--- config.mk ---
export PLATFORM = sky130hd
export DESIGN_NAME = uart_tx
export DESIGN_NICKNAME = d
export VERILOG_FILES = /design/src/rtl/uart_tx.sv
export SDC_FILE = /design/constraint.sdc
export NUM_CORES = 1
export LEC_CHECK = 0
export ABC_CLOCK_PERIOD_IN_PS = 1850
export CAP_MARGIN = 5
export CORE_UTILIZATION = 25
export CTS_CLUSTER_DIAMETER = 80
export CTS_CLUSTER_SIZE = 10
export DETAILED_ROUTE_END_ITERATION = 6
export PLACE_DENSITY_LB_ADDON = 0.15
export SKIP_LAST_GASP = 1
export SYNTH_ARGS = -nofsm -noshare
export SYNTH_HDL_FRONTEND = slang
export SYNTH_SLANG_ARGS = --single-unit
--- constraint.sdc ---
create_clock -name clk -period 1.85 [get_ports clk]
set_input_delay 0.4625 -clock clk [delete_from_list [all_inputs] [get_ports clk]]
set_output_delay 0.4625 -clock clk [all_outputs]
set_load 0.02 [all_outputs]
--- src/rtl/uart_tx.sv ---
// uart_tx: 8N1-style serial transmitter with a one-entry holding register.
// A byte written while the line is idle goes straight to the shifter. A byte
// written while a frame is in flight waits in the holding register and is
// launched at stop end, so back-to-back bytes leave with no idle gap.
`timescale 1ns/1ps
module uart_tx #(
  parameter int DATA_BITS    = 8,
  parameter int STOP_BITS    = 1,
  parameter int CLKS_PER_BIT = 2604
) (
  input  logic                 clk,
  input  logic                 rst,
  input  logic                 tx_write,
  input  logic [DATA_BITS-1:0] tx_bus,
  output logic                 tx,
  output logic                 tx_busy,
  output logic                 tx_full,
  output logic                 tx_done_tick,
  output logic                 overrun
);

  localparam int CNT_W = (CLKS_PER_BIT > 1) ? $clog2(CLKS_PER_BIT) : 1;
  localparam int BIT_W = $clog2(DATA_BITS + 1);

  localparam logic [CNT_W-1:0] CNT_LAST  = CNT_W'(CLKS_PER_BIT - 1);
  localparam logic [CNT_W-1:0] CNT_PRE   = CNT_W'(CLKS_PER_BIT - 2);
  localparam logic [BIT_W-1:0] DATA_LAST = BIT_W'(DATA_BITS - 1);
  localparam logic [BIT_W-1:0] STOP_LAST = BIT_W'(STOP_BITS - 1);

  typedef enum logic [1:0] {
    IDLE  = 2'd0,
    START = 2'd1,
    DATA  = 2'd2,
    STOP  = 2'd3
  } state_e;

  state_e               state_q, state_d;
  logic [CNT_W-1:0]     clk_cnt_q, clk_cnt_d;
  logic [BIT_W-1:0]     bit_cnt_q, bit_cnt_d;
  logic [DATA_BITS-1:0] shift_q, shift_d;
  logic [DATA_BITS-1:0] hold_q, hold_d;
  logic                 full_q, full_d;
  logic                 tx_q, tx_d;
  logic                 busy_q, busy_d;
  logic                 done_q, done_d;
  logic                 ovr_q, ovr_d;

  logic bit_wrap;
  logic stop_end;
  logic drain;
  logic accept;
  logic to_hold;

  // Next-state logic: frame sequencing, bit timing, holding register and
  // registered line/flag values derived from the next state.
  always_comb begin
    state_d   = state_q;
    clk_cnt_d = clk_cnt_q;
    bit_cnt_d = bit_cnt_q;
    shift_d   = shift_q;
    hold_d    = hold_q;
    full_d    = full_q;
    done_d    = 1'b0;
    ovr_d     = 1'b0;

    bit_wrap = (clk_cnt_q == CNT_LAST);
    stop_end = (state_q == STOP) && bit_wrap && (bit_cnt_q == STOP_LAST);
    // The holding register empties when its byte is launched this cycle.
    drain    = full_q && (stop_end || (state_q == IDLE));
    accept   = tx_write && (!full_q || drain);
    // Only an idle line with an empty holding register bypasses the holder.
    to_hold  = accept && !((state_q == IDLE) && !full_q);

    // Cycle counter runs in every active state and wraps once per bit.
    if (state_q == IDLE) begin
      clk_cnt_d = '0;
    end else if (bit_wrap) begin
      clk_cnt_d = '0;
    end else begin
      clk_cnt_d = clk_cnt_q + CNT_W'(1);
    end

    case (state_q)
      IDLE: begin
        bit_cnt_d = '0;
        if (full_q) begin
          state_d = START;
          shift_d = hold_q;
        end else if (tx_write) begin
          state_d = START;
          shift_d = tx_bus;
        end
      end
      START: begin
        if (bit_wrap) begin
          state_d   = DATA;
          bit_cnt_d = '0;
        end
      end
      DATA: begin
        if (bit_wrap) begin
          shift_d = shift_q >> 1;
          if (bit_cnt_q == DATA_LAST) begin
            state_d   = STOP;
            bit_cnt_d = '0;
          end else begin
            bit_cnt_d = bit_cnt_q + BIT_W'(1);
          end
        end
      end
      STOP: begin
        if (bit_wrap) begin
          if (bit_cnt_q == STOP_LAST) begin
            bit_cnt_d = '0;
            if (full_q) begin
              state_d = START;
              shift_d = hold_q;
            end else begin
              state_d = IDLE;
            end
          end else begin
            bit_cnt_d = bit_cnt_q + BIT_W'(1);
          end
        end
        // Raise the pulse one cycle early so the register shows it in the
        // final stop cycle.
        if ((bit_cnt_q == STOP_LAST) && (clk_cnt_q == CNT_PRE)) begin
          done_d = 1'b1;
        end
      end
      default: begin
        state_d = IDLE;
      end
    endcase

    if (drain) begin
      full_d = 1'b0;
    end
    if (to_hold) begin
      hold_d = tx_bus;
      full_d = 1'b1;
    end
    ovr_d = tx_write && !accept;

    case (state_d)
      START:   tx_d = 1'b0;
      DATA:    tx_d = shift_d[0];
      default: tx_d = 1'b1;
    endcase
    busy_d = (state_d != IDLE);
  end

  // State and output registers; reset aborts any frame and drops the queued byte.
  always_ff @(posedge clk) begin
    if (rst) begin
      state_q   <= IDLE;
      clk_cnt_q <= '0;
      bit_cnt_q <= '0;
      shift_q   <= '0;
      hold_q    <= '0;
      full_q    <= 1'b0;
      tx_q      <= 1'b1;
      busy_q    <= 1'b0;
      done_q    <= 1'b0;
      ovr_q     <= 1'b0;
    end else begin
      state_q   <= state_d;
      clk_cnt_q <= clk_cnt_d;
      bit_cnt_q <= bit_cnt_d;
      shift_q   <= shift_d;
      hold_q    <= hold_d;
      full_q    <= full_d;
      tx_q      <= tx_d;
      busy_q    <= busy_d;
      done_q    <= done_d;
      ovr_q     <= ovr_d;
    end
  end

  assign tx           = tx_q;
  assign tx_busy      = busy_q;
  assign tx_full      = full_q;
  assign tx_done_tick = done_q;
  assign overrun      = ovr_q;

endmodule

Word level (Yosys, flattened, before mapping) --
Cells that the tools add are included.
Word-level totals: logic and storage cells 76, bits in latches 0, memory bits (read-only) 0, memories 0, bits of input ports 11, register bits 39, memory bits (writable) 0
Cells by class: bitwise logic cells 1, reduce and logical (&&, ||, !) cells 22, $add $sub $neg 2, div/mod/pow operators 0, equal/unequal tests 14, multiply operators 0, mux-type cells 26, $lt $le $gt $ge 0, shift operators 0
Operators by type and width (number):
- 2-to-1 mux 8 bit | 6
- == test 12 bit (second input constant) | 2
- one-hot mux 8 bit (3 select lines) | 1
- 2-to-1 mux 4 bit | 5
- one-hot mux 4 bit (4 select lines) | 1
- 2-to-1 mux 2 bit | 7
- adder 12 x 1 -> 12 bit (second input constant) | 1
- logical AND 1 bit | 8
- inequality test 2 bit (second input constant) | 4
- one-hot mux 2 bit (4 select lines) | 1
- == test 2 bit (second input constant) | 3
- AND reduction 6 bit | 1
- adder 4 x 1 -> 4 bit (second input constant) | 1
- == test 2 x 1 -> 1 bit (second input constant) | 2
- == test 4 x 3 -> 1 bit (second input constant) | 1
- zero test 4 bit | 1
- 2-to-1 mux 1 bit | 4
- nonzero test 2 bit | 2
- zero test 1 bit | 3
- inequality test 3 bit (second input constant) | 1
- AND reduction 3 bit | 1
- nonzero test 3 bit | 1
- OR reduction 3 bit | 1
- zero test 2 bit | 1
- other kinds (5) | 6

Depth between registers and ports, before layout --
word-level depth 9, depth in mapped cells 8, mapped depth without buffers 8

Least setup slack after synthesis --
OpenSTA, ideal clock, no wires.
path kind flip-flop to flip-flop, start register full_q (netlist: tx_full), end register shift_q[6], stages on the path, launching flop included 7, setup time 0.135 ns, clock period less this slack 1.726 ns, path slack 0.124 ns, arrival time 1.591 ns, cell sequence dfxtp_1 buf_4 clkinv_1 and3_1 clkbuf_1 a221oi_1 a211oi_1
Between the ends: word-level cells in the longest chain between the ends 2
Ends and longest elaborated chain:
- start: declaration | RTL line 42 | logic full_q, full_d;
- start signal: assignment | RTL line 172 | full_q <= full_d;
- inequality test 3 bit (no line), or another cell as far along
- AND reduction 6 bit (no line) or one-hot mux 8 bit (3 select lines) (tied branches)
- end signal: assignment | RTL line 170 | shift_q <= shift_d;
- end: declaration | RTL line 40 | logic [DATA_BITS-1:0] shift_q, shift_d;
Several ways; a longest one is shown, not always the timed one. A chain may end at the register's enable or synchronous reset.

Worst setup path after layout --
start register clk_cnt_q[7], end register hold_q[4]
Between the ends: word-level cells in the longest chain between the ends 8
Ends and longest elaborated chain:
- start: declaration | RTL line 38 | logic [CNT_W-1:0] clk_cnt_q, clk_cnt_d;
- start signal: assignment | RTL line 168 | clk_cnt_q <= clk_cnt_d;
- == test 12 bit | RTL line 66 | bit_wrap = (clk_cnt_q == CNT_LAST);
- logical AND 1 bit (2 in a row) | RTL line 67 | stop_end = (state_q == STOP) && bit_wrap && (bit_cnt_q == STOP_LAST);
- logical OR 1 bit | RTL line 69 | drain = full_q && (stop_end || (state_q == IDLE));
- logical AND 1 bit | RTL line 69
- logical OR 1 bit | RTL line 70 | accept = tx_write && (!full_q || drain);
- logical AND 1 bit | RTL line 70
- logical AND 1 bit | RTL line 72 | to_hold = accept && !((state_q == IDLE) && !full_q);
- end signal: assignment | RTL line 171 | hold_q <= hold_d;
- end: declaration | RTL line 41 | logic [DATA_BITS-1:0] hold_q, hold_d;
Every way passes these cells.

==> summary.md <==
| Metric | Value |
|---|---|
| Max Transition Viols Final | 0 |
| Peak supply drop | 283 uV |
| Floorplan row count | 32 |
| # hold bufs at CTS | 0 |
| Share of cells above drive strength 1 | 25.5% |
| CTS clk-pin slew, worst paths | 80 ps |
| Die Area | 8610 um2 |
| Post-synth top area share | 37.9% |
| Clock Latency Late Sink | 290 ps |
| Yosys cell types | 53 |
| WL per Instance | 13.5 um |
| Main synth FF type | dfxtp_1 |
| Port bufs | 15 |
| Fill cells | 827 |
| Largest buffer count on any clock path | 2 |
| Total gr overflow | 0 |
| WP data arrival | 1980 ps |
| Area of the multi-input gates | 1230 um2 |
| Largest family of logic cells by synthesized area | simple AND/OR/NAND/NOR gates |
| Synth Area in Simple Gates | 27.9% |
| Initial antenna violation count | 0 |
| CP Data Required Time | 2030 ps |
| Setup-failing EPs final | 0 |
| CP Launch Type | flip-flop |
| Avg Cell Area, Syn | 9.12 um2 |
| Sequential cell area fraction in the yosys report | 37.9% |
| Starting DRC count in detailed routing | 92 |
| CORE AREA | 7850 um2 |
| Via count | 1727 |
| Synth Area in Compound Gates | 22.5% |
| XOR/XNOR Fraction of Synth Area | 4.25% |
| Detailed-router iteration count before antenna repair | 4 |
| Global-route wire length before repair | 8320 um |
| Clock Skew | 5.37 ps |
| CTS tree | yes |
| Hpwl dp | 3480 um |
| Setup TNS | 0 ps |
| Synthesized Nets | 241 |
| CP endpoint kind | flip-flop |
| Die span in x | 92.8 um |
| CP Class | reg2reg |
| Largest net degree at the start of global routing | 25 |
| Power share of the combinational group | 17.6% |
| Routability cong. | 0.763 |
| Final Hold Viols | 0 |
| CTS root buf | clkbuf_8 |
| Leakage power | 0.977 nW |
| Storage element area | 785 um2 |
| Synth top area cells | dfxtp_1 (38%), nor2_1 (5.1%), a21oi_1 (4.1%), o221a_2 (3.8%), nand2_1 (3.3%) |
| Post-synth ARST share | 0% |
| Pwr dens | 758 nW/um2 |
| Crit share post-route | 97.4% |
| Fmax | 555 MHz |
| Internal power | 1.49 mW |
| Clock power share | 37.1% |
| Synth Area in Adders | 2.43% |
| ANT nets after route | 0 |
| Critical path peak fanout | 8 |
| DP Area | 2450 um2 |
| Die Y | 92.8 um |
| Fin crit period | 1800 ps |
| Most common cell in the netlist | dfxtp_1 |
| Seq pwr share | 45.3% |
| Max cap viols | 0 |
| Area delta synth->final | 29.1% |
| CTS sink count | 39 |
| Net Switching | 526 uW |
| H-tree Lvls | 2 |
| RSZ-0062 raised after global routing | true |
| IO Pins | 16 |
| Slew headroom | 75.2% |
| Worst hold path type | reg2reg |
| DRT Wirelength | 4910 um |
| Synth Register Bits | 39 |
| CTS Buf Count | 5 |
| Status | finished clean |
| Ys Warns | 0 |
| Synth Instances | 226 |
| Switching part of the total | 26.1% |
| Number of global-route vias before repair | 1664 |
| EDFF count, synth | 0 |
| Nets | 277 |
| Slew @ Worst Pin | 371 ps |
| DRC errors left | 0 |
| Synth area leader | dfxtp_1 |
| Synth top cells by count | dfxtp_1 (39), nor2_1 (28), nand2_1 (18) |
| Post-synthesis mux area share | 0.486% |
| Tot GR Track Use | 12.4% |
| Via density per instance | 4.73 |
| Final antenna diode count | 0 |
| Final instance area | 2660 um2 |
| Initial Utilization | 26.3% |
| Synthesized area | 2060 um2 |
layout make-up:
class                      instances  area share, %
clock inverter                     2           1.32
inverter                           7          0.987
timing repair buffer              41           14.1
clock buffer                       6           3.10
multi-input combinational        168           46.3
tap                              102           4.80
sequential                        39           29.5
worst max-delay path, cell delays in order, from the launching register on:
cell and delay, ps:
dfxtp_2 340, nor4b_4 310, and4_4 350, nand2_4 90, o21ai_4 160, nand3_4 170
o221a_2 280
per-stage QoR:
step | cells | total power [mW] | util (%) | hold slack (ps) | worst slack [ps]
6_report | 365 | 2.02 | 33.9 | 487 | 47.2
5_1_grt | 365 | 2.13 | 33.9 | 523 | -66.7
4_1_cts | 362 | 2.03 | 32.8 | 475 | 5.25
3_5_place_dp | 354 | 1.27 | 31.3 | 467 | -220
3_3_place_gp | 354 | 1.26 | 31.3 | 470 | -178
2_1_floorplan | 226 | 1.14 | - | 437 | 124
what timing repair did:
action | in CTS | in global routing
setup endpoints to repair | 0 | 16
setup buffers | 0 | 3
resized for setup | 0 | 13
worst paths after layout:
check | startpoint | endpoint | slack (ps) | depth (start not counted)
max | clk_cnt_q[7]$_SDFF_PP0_ | hold_q[4]$_SDFFE_PP0P_ | 50 | 6
min reg2reg | hold_q[3]$_SDFFE_PP0P_ | shift_q[3]$_SDFFE_PP0P_ | 490 | 2
min | hold_q[3]$_SDFFE_PP0P_ | shift_q[3]$_SDFFE_PP0P_ | 490 | 2
max reg2reg | clk_cnt_q[7]$_SDFF_PP0_ | hold_q[4]$_SDFFE_PP0P_ | 50 | 6
sequential cells by signal, summed over array words and instances (netlist names):
name and flops:
clk_cnt_q 12, hold_q 8, shift_q 8, bit_cnt_q 4, state_q 2, overrun 1, tx 1, tx_busy 1
tx_done_tick 1, tx_full 1
metal layers:
layer	global-route usage [%]	part of all wire [%]	up-vias
met1	16.5	48	809
met3	2.79	2.7	2
met5	0	0	-
met4	3.85	0.77	0
met2	20.0	48	11
li1	-	-	905
power by group through the flow:
| stage | Combinational, mW | Sequential [mW] | Clock [mW] |
|---|---|---|---|
| 3_3_place_gp | 0.331 | 0.933 | 0 |
| 2_1_floorplan | 0.212 | 0.931 | 0 |
| 3_5_place_dp | 0.334 | 0.931 | 0 |
| 6_report | 0.355 | 0.914 | 0.748 |
| 4_1_cts | 0.335 | 0.912 | 0.782 |
| 5_1_grt | 0.394 | 0.919 | 0.819 |
cell usage in the layout, fill, tap and decap left out, types with 2 or more instances in the layout:
cell type	instances
a211oi_1	4
a21oi_1	17
a221oi_1	6
a31oi_1	3
and3_1	7
buf_12	2
buf_4	23
clkbuf_8	6
clkdlybuf4s50_1	15
dfxtp_1	36
dfxtp_2	3
ha_1	3
inv_1	5
nand2_1	18
nand3_1	5
nand3b_1	7
nand4_1	3
nand4bb_1	3
nor2_1	28
nor2_2	2
nor2_4	2
nor2b_1	2
nor3_1	4
nor3_4	2
o21ai_0	9
o221a_2	4
o221a_4	4
xnor2_1	4
xor2_1	6
kinds of logic after synthesis:
| kind of cell | after synthesis |
|---|---|
| compound gates | 58 |
| xor+xnor | 10 |
| fa+ha+maj | 4 |
| buf+inv | 19 |
| flops | 39 |
| mux | 1 |
| simple gates | 95 |
Note: power is estimated with default switching activity, not from simulation.
